===== config.mk =====
export PLATFORM = sky130hd
export DESIGN_NAME = mult2x2_behavioral
export DESIGN_NICKNAME = d
export VERILOG_FILES = /design/src/rtl/mult2x2_behavioral.sv
export SDC_FILE = /design/constraint.sdc
export NUM_CORES = 1
export LEC_CHECK = 0
export BUFFER_PORTS_ARGS = -buffer_cell sky130_fd_sc_hd__buf_2
export CORE_AREA = 2 2 39 41
export CTS_CLUSTER_DIAMETER = 60
export CTS_CLUSTER_SIZE = 16
export DETAILED_ROUTE_END_ITERATION = 8
export DIE_AREA = 0 0 41 43
export GPL_TIMING_DRIVEN = 0
export PLACE_DENSITY = 0.5
export SLEW_MARGIN = 5
export SYNTH_ARGS = -nofsm -noshare
export SYNTH_HDL_FRONTEND = slang
export SYNTH_SLANG_ARGS = --single-unit

===== constraint.sdc =====
create_clock -name clk -period 0.8 [get_ports clk]
set_input_delay 0.08 -clock clk [delete_from_list [all_inputs] [get_ports clk]]
set_output_delay 0.08 -clock clk [all_outputs]
set_load 0.01 [all_outputs]

===== src/rtl/mult2x2_behavioral.sv =====
// Registered unsigned 2x2-bit multiplier with bit-level operand/product ports.
// Latency 1 cycle, or 2 cycles when MULT2X2_PIPE2_EN is defined; one product per cycle.
// No backpressure: every in_valid beat yields exactly one out_valid beat; idle cycles hold the product.
module mult2x2_behavioral (
    input  logic clk,
    input  logic rst_n,
    input  logic in_valid,
    input  logic a,
    input  logic b,
    input  logic c,
    input  logic d,
    output logic f3,
    output logic f2,
    output logic f1,
    output logic f0,
    output logic out_valid
);

    logic [3:0] prod_q, prod_d;
    logic       vld_q,  vld_d;

`ifdef MULT2X2_PIPE2_EN
    logic [3:0] pp_q, pp_d;
    logic       v1_q;
    logic       ac, ad, bc, bd;

    assign pp_d = {a & c, a & d, b & c, b & d};

    // Partial products only load on a valid beat so stage 1 stays quiet while idle.
    always_ff @(posedge clk or negedge rst_n) begin
        if (!rst_n) begin
            pp_q <= 4'b0000;
            v1_q <= 1'b0;
        end else begin
            v1_q <= in_valid;
            if (in_valid) begin
                pp_q <= pp_d;
            end
        end
    end

    assign {ac, ad, bc, bd} = pp_q;

    always_comb begin
        prod_d = prod_q;
        if (v1_q) begin
            prod_d = {ac & ad & bc, ac ^ (ad & bc), ad ^ bc, bd};
        end
    end

    assign vld_d = v1_q;
`else
    always_comb begin
        prod_d = prod_q;
        if (in_valid) begin
            prod_d = {2'b00, a, b} * {2'b00, c, d};
        end
    end

    assign vld_d = in_valid;
`endif

    always_ff @(posedge clk or negedge rst_n) begin
        if (!rst_n) begin
            prod_q <= 4'b0000;
            vld_q  <= 1'b0;
        end else begin
            prod_q <= prod_d;
            vld_q  <= vld_d;
        end
    end

    assign {f3, f2, f1, f0} = prod_q;
    assign out_valid        = vld_q;

endmodule


# Yosys cells after proc, flatten, opt, wreduce, memory -nomap -nowiden
# Cells that the tools add are included.
classes:
  mul: 1
ops:
  columns: ["op", "count"]
  rows:
  - ["2-bit by 2-bit multiplier with 4-bit output", 1]
word_totals:
  ff_bits: 5
  inputBits: 7
  word_cells: 3

# Logic depth before layout (Yosys ltp)
# Gate-level depths: netlist (run 1).
depth:
  depth_word: 1
  depth_mapped: 4
  ltp_nobuf: 4

# Worst setup path after synthesis (run 1)
# OpenSTA, ideal clock, no wires.
synth_timing:
  kind: "input to register"
  start: "input b"
  end: "register prod_q[2]"
  setup_ps: 125
  arrival_ps: 904
  slack_ps: -229
  cell_stages: 4
  n_path_buf: 0
  cell_sequence: "and2_1 ha_1 ha_1 mux2_2"
synth_via:
  elab_chain_cells: 1
synth_lines:
  columns: ["element", "line", "source"]
  rows:
  - ["start, declared", "9", "input logic b,"]
  - ["2-bit by 2-bit multiplier with 4-bit output", "56", "prod_d = {2'b00, a, b} * {2'b00, c, d};"]
  - ["end signal, assigned", "68", "prod_q <= prod_d;"]
  - ["end, declared", "19", "logic [3:0] prod_q, prod_d;"]
# No other way between the ends.
# A chain may end at the register's enable or synchronous reset.

# Worst setup path after layout (run 1)
layout_timing:
  start: "register prod_q[0]"
  end: "output f0"
layout_rtl:
  columns: ["element", "line", "source"]
  rows:
  - ["end, declared", "15", "output logic f0,"]
# No word-level cell between the ends.

==> results.md, run 1 <==
STA:
- The setup-violating endpoint count in the final report is 6.
- Setup repair after global routing could not meet its margin everywhere.
- The total count of max-transition violations in the final report came to 0.
- Based on the critical path, the design can be clocked at up to roughly 1200 MHz.
- The setup clock skew after layout is 0 ps.
- The share of the clock period used by the worst path after layout is 106%.
- Measured against its own limit, the worst slew margin works out to between 80 and 90%.
- The number of failing hold endpoints at the final stage is 0.
- The final worst-path setup slack is -47.1 ps.
- The minimum clock period after layout is between 800 and 900 ps.
- The slew at the pin with the worst max-slew slack is about 170 ps.

Clock network:
- Clock-pin slew was measured on the worst setup and hold paths at 40 ps.
- The clock net sink count is 5.
- TritonCTS built the clock tree.
- The clock tree buffer depth is 2.
- The buffers inserted during post-CTS setup optimization is 0.
- The number of clock buffers added by TritonCTS is 3.
- The depth of the CTS H-tree is 1.
- The buffer type at the clock tree root is clkbuf_4.
- The clock latency at the later pin of the worst-skew pair is ~240 ps.

Die:
- The die is ~43 um tall.
- The die covers roughly 1800 um^2.
- The width of the die is a little over 40 um.
- The number of standard-cell rows in the floorplan is 14.
- The initial utilization of the core area, before any placement, comes to 15.6%.
- The number of top-level design ports is 12.
- The area of the core is 1380 um^2.

Synthesis:
- Each instance of the synthesized netlist takes up on average about 14 um^2.
- The number of synthesized register bits is 5.
- The count of unique library cells instantiated by Yosys is 7.
- The register area share after synthesis is 57.8%.
- The cell area after synthesis is 216 um^2.
- The number of nets handed over by synthesis was 25.
- For this run, the number of Yosys warnings is 0.
- The count of mapped cells out of synthesis is 16.

Worst setup path:
- The classification of the worst setup path is reg -> out.
- The data required time of the critical path is just over 700 ps.
- The largest individual stage delay along the critical path comes from the cell dfrtp_1.
- Data arrives at the worst endpoint at 770 ps.
- The total buffers and inverters traversed by the critical path is 1.
- Traced cell by cell, the critical path runs through buf_2.
- The cell type group with the largest total delay on the critical path is flip-flops.
- STA classifies the critical path startpoint as a register.
- Of all nets on the critical path, the largest fanout is 2.
- STA classifies the critical path endpoint as an output port.
- In this design, the stage delay of the slowest critical-path cell is ~380 ps.

Finish:
- The number of antenna repair diodes is 0.
- The area of combinational cells with multiple inputs is ~130 um^2.
- The relative area change from synthesis to final layout is 79.2%.
- The net total in the final layout is 42.
- Registers take between 100 and 150 um^2.
- The filler-free cell count of the finished design is 48.
- The post-route netlist has around two thirds of its cells at a drive strength greater than 1.
- The finished cells cover 388 um^2.
- After filler insertion, the fill cell instance count of the layout stands at 150.

Power and ir drop:
- The leakage power summed over all cells is between 0.15 and 0.2 nW.
- The net switching power of the design is 166 uW.
- The switching fraction of total power is between 20% and 30%.
- The design internal power is around 540 uW.
- The share of total power dissipated in sequential elements is between 40% and 50%.
- Power spread over the standard cell area amounts to between 1500 and 2000 nW/um^2.
- Combinational logic burns between 15 and 20% of the power.
- VDD sags by at most 0.862 mV.
- The power share of the clock group is slightly above 40%.

Route:
- The DRC violation total after the first TritonRoute iteration is 2.
- The length of routed wiring on met1 is about 260 um.
- The detailed route wirelength on metal3 is 80 um.
- In the routed design, unresolved DRC markers number 0.
- The routed layout has ~180 vias.
- After detailed routing, the number of vias per cell comes to between 3 and 4.
- The routed design uses approximately 200 um of met2 wire.
- Before antenna repair, the detailed router went through 2 iterations.
- The highest metal layer used by the detailed router is met4.
- The count of nets left with antenna violations once routing finished came out at 0.
- The wire length reported by the detailed router is 560 um.
- The wire length per cell is between 10 and 15 um.

Place:
- After detailed placement, the design holds a cell count of between 40 and 50.
- In this run the cell area measured after placement is between 300 and 400 um^2.
- The placer's final routability congestion estimate is approximately 0.59.
- The number of I/O port buffers is 11.

Global route:
- The number of antenna violations at the first check in global routing is 0.
- The overall fraction of global-route tracks in use is between 7 and 8%.
- The via count of the first global-routing pass is around 180.
- The overall overflow remaining after global route is 0.
- The first-pass GRT wire length is 841 um.
- Entering global routing, the biggest net connects 7 pins.

Worst hold path:
- The worst min-delay path category is in -> reg.

Flow run:
- Max-cap violations in this run came to 0.

Run status:
- The run finished, with violations left.
- The checks that failed: setup timing.
[per-layer routing]
metal / track usage (%) / vias to the layer above
met1: 10.2 / 78
met5: 0 / -
met3: 3.66 / 2
met4: 8.00 / 0
li1: - / 87
met2: 8.75 / 14
[cells in the mapped netlist, drive strengths merged]
| cell | number | share of area (%) |
|---|---|---|
| inv | 1 | 1.7 |
| nand3 | 1 | 2.3 |
| o21ai | 1 | 2.3 |
| ha | 2 | 12 |
| mux2 | 3 | 16 |
| dfrtp | 5 | 58 |
| and2 | 3 | 8.7 |
[sequential cells by signal, indices dropped and copies added (netlist names)]
| signal | cells |
|---|---|
| out_valid | 1 |
| prod_q | 4 |
[cells by family after synthesis]
kind of cell / after synthesis / synth area share, %
buffers and inverters: 1 / 1.73
adder cells (fa/ha/maj): 2 / 11.6
AO/OA/AOI/OAI: 1 / 2.31
AND/OR/NAND/NOR: 4 / 11.0
flip-flops: 5 / 57.8
multiplexers: 3 / 15.6
[power by group through the flow]
stage	clock network (mW)	registers (mW)	logic (mW)
final	0.291	0.286	0.125
after global routing	0.324	0.289	0.136
after CTS	0.301	0.287	0.123
after detailed placement	0	0.289	0.112
after global placement	0	0.287	0.110
after floorplan	0	0.298	0.0478
[final timing paths]
path,cells past startpoint,from,slack [ps],end
max,1,prod_q[0],-50,f0
min,1,in_valid,40,out_valid
max reg2reg,1,prod_q[1],30,prod_q[1]
min reg2reg,1,prod_q[3],530,prod_q[3]
max in group asynchronous,2,rst_n,490,prod_q[3]
min in group asynchronous,2,rst_n,170,out_valid
[cells in the final DEF, fill, tap and decap left out]
master	synthesis	layout
and2_1	3	1
dlygate4sd3_1	0	1
o21ai_0	1	1
ha_4	0	2
nand3_1	1	1
and2_4	0	2
buf_2	0	8
inv_1	1	1
clkbuf_1	0	1
dfrtp_1	5	5
clkbuf_4	0	3
mux2_4	0	3
buf_6	0	3
[cell type report]
class	instances	share of cell area, %
multi-input combinational	10	33.2
inverter	1	0.968
tap	16	5.16
clock buffer	4	6.77
timing repair buffer	12	21.6
sequential	5	32.3
[what timing repair did]
| item | 4_1_cts | 5_1_grt |
|---|---|---|
| endpoints found under the setup margin | 6 | 6 |
| pin swaps | 4 | 2 |
| endpoints found under the hold margin | 5 | 0 |
| hold buffers | 1 | 0 |
| gates resized for setup | 2 | 1 |
[per-stage QoR]
step                worst slack, ps  power [mW]  utilization (%)  hold slack, ps  setup TNS, ps
detailed placement             -299       0.401             24.1            -102           -666
CTS                           -56.9       0.711             27.6            36.3           -230
finish                        -47.1       0.703             28.0            42.3           -190
global placement               -291       0.397             24.1            -109           -640
global route                  -81.4       0.749             28.0            38.0           -347
floorplan                      -162       0.346                -            -216           -250
No activity file was read; power rests on OpenSTA's default activity.
==> run 2, diff against run 1 <==
- HOLD_SLACK_MARGIN: default -> 0.06
==> results.md, run 2 (synthesized netlist as in run 1, its figures left out) <==
Power and ir drop:
- The leakage power summed over all cells is 0.198 nW.
- Total power for the finished layout comes to between 700 and 800 uW.
- Across the VDD grid, the largest voltage drop is between 0.8 and 0.9 mV.
- Power spread over the standard cell area amounts to between 1500 and 2000 nW/um^2.

Finish:
- The relative area change from synthesis to final layout is 83.8%.
- The register with the most flip-flops in the final layout is prod_q.
- The net count of the finished layout is 43.
- In the layout the commonest cells are buf_2, dfrtp_1, mux2_4, clkbuf_4, buf_6.
- The flip-flop count of the largest register, all copies and words added is 4.
- The most common cell after layout, fill and taps aside is buf_2.
- Once layout is done, the placed cells without fillers occupy roughly 400 um^2.
- The layout filler cell count is approximately 150.
- The fraction of final layout cells sized beyond drive strength 1 is 63.6%.
- The number of antenna repair diodes is 0.

Flow run:
- The tool flagged a number of max-cap violations equal to 0.

STA:
- The worst relative slew slack is between 80% and 90%.
- Based on the critical path, the design can be clocked at up to approximately 1200 MHz.
- The number of failing hold endpoints at the final stage was 0.
- Setup repair after global routing could not meet its margin everywhere.
- The slew at the pin with the worst max-slew slack is 182 ps.
- Across all setup checks in the final design, the least slack found is -50.4 ps.
- The share of the clock period used by the worst path after layout is 106%.
- The minimum clock period after layout is roughly 850 ps.
- The total count of max-transition violations in the final report is 0.
- On the final layout, the worst hold slack is 112 ps.
- The setup-violating endpoint count in the final report is 6.
- Across the routed clock network, the largest skew measured is 0 ps.

Route:
- After detailed routing, the number of vias per cell comes to roughly 3.7.
- The wire length per cell is between 10 and 15 um.
- The post-detailed-route count of antenna-violating nets is 0.
- For this run, design rule violations remaining after detail routing come to 0.
- The routed layout has 181 vias.
- The first detailed-routing pass took 2 iterations.
- For this block, the initial DRC count from the detailed router was 1.
- The wire length reported by the detailed router is about 560 um.

Clock network:
- The buffers inserted during post-CTS setup optimization is 0.
- The CTS tree is yes.
- The buffer type at the clock tree root is clkbuf_4.
- Clock tree synthesis inserted a total of 3 buffers.
- The clock tree buffer depth is 2.
- The clock latency at the later pin of the worst-skew pair is between 200 and 250 ps.
- After clock tree synthesis, the clock-pin slew on the worst setup and hold paths is ~40 ps.
- In this run the number of H-tree levels came out at 1.
- The clock net sink count is 5.

Die:
- The floorplan step set the die width to slightly above 40 um.
- The starting density of the core is 15.6%.
- Measured along the y axis, the die boundary spans ~43 um.
- For this design the top-level I/O count stands at 12.
- The die area is 1760 um^2.
- The number of standard-cell rows in the floorplan is 14.
- The floorplan step defined a core boundary enclosing between 1000 and 1500 um^2.

Place:
- Timing analysis after detailed placement gives a worst setup slack of -299 ps.
- The placed cell area is around 330 um^2.
- Port buffering added 11 buffers.
- The placer's final routability congestion estimate is between 0.5 and 0.6.

Global route:
- The overall fraction of global-route tracks in use is under 10%.
- The via count of the first global-routing pass was about 190.
- The largest net degree at the start of global routing is 7.
- The total overflow left after global routing is 0.
- The number of antenna violations at the first check in global routing is 0.
- The first-pass GRT wire length is around 860 um.

Worst setup path:
- STA classifies the critical path startpoint as a register.
- The cell with the largest stage delay on the worst path is dfrtp_1.
- STA classifies the critical path endpoint as an output port.
- Broken down by cell family, the worst path's largest delay share belongs to flip-flops.
- Of all nets on the critical path, the largest fanout is 2.
- The critical path is of the reg -> out type.
- Together, buffers and inverters on the worst path number 1.
- At the worst endpoint, the arrival time is roughly 770 ps.
- In this design, the stage delay of the slowest critical-path cell is roughly 380 ps.
- Data on the critical path is required at its endpoint by about 720 ps.
- The worst register-to-register path has a setup slack of 40 ps.
- Walking the worst path, the cells encountered are buf_2.

Worst hold path:
- The worst hold path belongs to the class in -> reg.

Run status:
- The checks that failed: setup timing.
- The run finished, with violations left.
## run 2: metal layers
| metal | share of wire, % | up-vias | track usage, % |
|---|---|---|---|
| li1 | - | 89 | - |
| met1 | 47 | 76 | 10.5 |
| met2 | 35 | 14 | 8.75 |
| met3 | 14 | 2 | 3.66 |
| met4 | 4.1 | 0 | 8.00 |
| met5 | 0 | - | 0 |
## run 2: cell type report
class                      count  area (um^2)  area share, %
tap                           16         20.0           5.03
multi-input combinational     10          129           32.4
clock buffer                   4         26.3           6.60
inverter                       1         3.75          0.943
sequential                     5          125           31.4
timing repair buffer          13         93.8           23.6
## run 2: per-stage QoR
stage               cells  TNS, ps  util [%]
global route           49     -344      28.8
floorplan              16     -250         -
detailed placement     43     -666      24.1
CTS                    49     -230      28.3
global placement       43     -640      24.1
finish                 49     -190      28.8
## run 2: repair_timing
item                       4_1_cts  5_1_grt
pin swaps                        4        2
hold buffers                     2        0
setup endpoints to repair        6        6
resized for setup                2        1
hold endpoints to repair         6        0
## run 2: power by group
group | internal, mW | switching, mW | leakage, nW
Clock | 0.188 | 0.103 | 0.0150
Sequential | 0.275 | 0.0116 | 0.0636
Combinational | 0.0768 | 0.0519 | 0.119
## run 2: final timing paths
path                           start   endpoint  depth (start not counted)
max                        prod_q[0]         f0                          1
min                                d  prod_q[0]                          3
max reg2reg                prod_q[1]  prod_q[1]                          1
min reg2reg                prod_q[2]  prod_q[2]                          1
max in group asynchronous      rst_n  prod_q[3]                          2
min in group asynchronous      rst_n  out_valid                          2
==> run 3, diff against run 2 <==
--- a/config.mk
+++ b/config.mk
@@ -15,3 +15,2 @@
 export HOLD_SLACK_MARGIN = 0.06
-export PLACE_DENSITY = 0.5
 export SLEW_MARGIN = 5
--- a/constraint.sdc
+++ b/constraint.sdc
@@ -3,2 +3,2 @@
 set_output_delay 0.08 -clock clk [all_outputs]
-set_load 0.01 [all_outputs]
+set_load 0.005 [all_outputs]
==> results.md, run 3 (synthesized netlist as in run 1, its figures left out) <==
Run status:
- The flow ran to the end, but the final reports show violations.
- The final reports fail on setup timing.

Worst hold path:
- In this run the worst hold path is classified as in -> reg.
- The number of stages on the worst hold path is 3.
- In this run the most critical hold path is launched from d.
- For hold timing, the worst endpoint is prod_q[0].

Clock network:
- The CTS tree is yes.
- The clock tree buffer depth is 2.
- Counting the buffers created by CTS gives 3.
- Clock latency on the worst-skew pair, taken at its later pin, is 240 ps.
- Clock-pin slew was measured on the worst setup and hold paths at 50 ps.
- The buffer type at the clock tree root is clkbuf_4.
- The depth of the CTS H-tree is 1.
- The clock net sink count is 5.

Route:
- For this run, design rule violations remaining after detail routing come to 0.
- For this block, the initial DRC count from the detailed router was 1.
- The total via count after detailed routing is between 150 and 200.
- Summed over all layers, the routed wires come to just under 500 um.
- The post-detailed-route count of antenna-violating nets is 0.
- The number of detailed-routing iterations run before antenna repair is 2.
- The wire length per cell is slightly above 10 um.
- In the routed layout, each cell is associated on average with a via count of approximately 3.7.

STA:
- Hold is met by just under 100 ps.
- The minimum clock period after layout is 829 ps.
- Headroom to the max-slew limit came out at between 80 and 90%.
- The maximum clock frequency is between 1000 and 1500 MHz.
- In the finished design, the share of the clock period the worst path needs comes to 104%.
- Setup repair after global routing could not meet its margin everywhere.
- Between clock sinks in the finished design, the worst skew comes to 0 ps.
- For the pin with the worst max-slew slack, the measured transition is ~180 ps.
- Setup violations remaining at the end of the flow were counted as 5.
- The total count of max-transition violations in the final report was 0.
- The number of failing hold endpoints at the final stage came to 0.
- The final worst-path setup slack is -28.5 ps.

Power and ir drop:
- VDD sags by at most between 0.5 and 0.6 mV.
- The leakage power summed over all cells is roughly 0.2 nW.
- The power share of the clock group is 42.5%.
- The design draws around 700 uW.
- The net switching power of the design is about 160 uW.
- Net switching is 22.8% of the power.
- The fraction of power consumed by sequential logic is between 40% and 50%.
- The design internal power is ~540 uW.
- The ratio of total power to cell area is 1760 nW/um^2.
- Combinational logic burns around 17% of the power.

Worst setup path:
- The cell family contributing the most delay on the critical path is flip-flops.
- Traced cell by cell, the critical path runs through buf_2.
- Together, buffers and inverters on the worst path number 1.
- The setup check on the worst reg-to-reg path leaves a slack of approximately 40 ps.
- The cell with the largest stage delay on the worst path is dfrtp_1.
- The critical path capture point type is an output port.
- The type of element launching the critical path is a register.
- The largest single stage delay on the critical path is approximately 380 ps.
- The data required time of the critical path is between 700 and 800 ps.
- In this run the worst path has a maximum fanout of 2.
- The data arrival time at the worst-slack endpoint is 750 ps.
- The worst register-to-register path has a depth of 1.
- The beginning of the worst register-to-register path is prod_q[3].
- The critical path is of the reg -> out type.
- In this run the critical register-to-register path is captured at prod_q[3].

Finish:
- The register with the most flip-flops in the layout has 4 of them.
- The most flop-heavy register is prod_q.
- The library cell used most frequently in the layout, excluding fill and tap cells, is buf_2.
- The net total in the final layout is between 40 and 50.
- The layout filler cell count is about 150.
- The relative area change from synthesis to final layout is 83.8%.
- The multi-input combinational cells in the finished layout cover a total of ~130 um^2.
- The total non-filler cell area in the finished layout is approximately 400 um^2.
- The storage element area is between 100 and 150 um^2.
- Of the cells placed in the final design, the portion with a size suffix greater than 1 is 63.6%.
- The number of antenna repair diodes is 0.
- In the layout the commonest cells are buf_2, dfrtp_1, mux2_4, clkbuf_4, buf_6.

Die:
- The floorplan has 14 rows.
- The vertical extent of the die is 43 um.
- The number of top-level design ports is 12.
- The die area is between 1500 and 2000 um^2.
- The width of the die is about 41 um.
- The starting density of the core is 15.6%.
- The area of the core is around 1400 um^2.

Global route:
- The via count of the first global-routing pass came to about 170.
- Entering global routing, the biggest net connects 7 pins.
- The number of antenna violations at the first check in global routing was 0.
- Global routing finished with a remaining overflow of 0.
- The first-pass GRT wire length is roughly 700 um.
- Global routing consumed, over all layers together, between 6 and 7% of the routing resources.

Place:
- The number of I/O port buffers is 11.
- Routability-driven placement finished with a final weighted congestion of between 0.5 and 0.6.
- After detailed placement, the total cell area comes to 333 um^2.
- The half-perimeter wire length after placement is about 380 um.

Flow run:
- The max-capacitance violation count is 0.
run 3: routing by layer:
layer	vias up	global-route usage, %	part of all wire (%)
met1	85	6.89	45
li1	87	-	-
met2	9	8.44	44
met4	0	4.00	0
met3	0	6.28	11
met5	-	0	0
run 3: how the worst max path moves through the flow:
stage | to | slack [ps] | start | depth (start not counted)
after floorplan | prod_q[2] | -160 | d | 4
after global placement | prod_q[2] | -300 | d | 5
after detailed placement | prod_q[2] | -300 | d | 5
after CTS | f0 | -60 | prod_q[0] | 1
after global routing | f0 | -60 | prod_q[0] | 1
final | f0 | -30 | prod_q[0] | 1
run 3: power by group through the flow:
stage	registers [mW]	clock network, mW	logic [mW]
floorplan	0.290	0	0.0478
global placement	0.286	0	0.104
detailed placement	0.289	0	0.102
CTS	0.285	0.318	0.118
global route	0.286	0.329	0.129
finish	0.284	0.297	0.118
run 3: what timing repair did:
action	in CTS	in global routing
setup endpoints to repair	5	6
gates cloned	0	0
endpoints found under the hold margin	6	0
gates resized for setup	2	1
setup buffers	0	0
pin swaps	4	0
hold buffers	2	0
run 3: cell type report:
type	count	share of cell area [%]
Tap cell	16	5.03
Timing Repair Buffer	13	23.6
Clock buffer	4	6.60
Inverter	1	0.943
Multi-Input combinational cell	10	32.4
Sequential cell	5	31.4
run 3: stage by stage:
step	TNS [ps]	setup WS, ps	std cells	utilization, %
2_1_floorplan	-250	-162	16	-
3_3_place_gp	-664	-302	43	24.1
3_5_place_dp	-649	-299	43	24.1
4_1_cts	-163	-56.6	49	28.3
5_1_grt	-236	-64.2	49	28.8
6_report	-86.5	-28.5	49	28.8
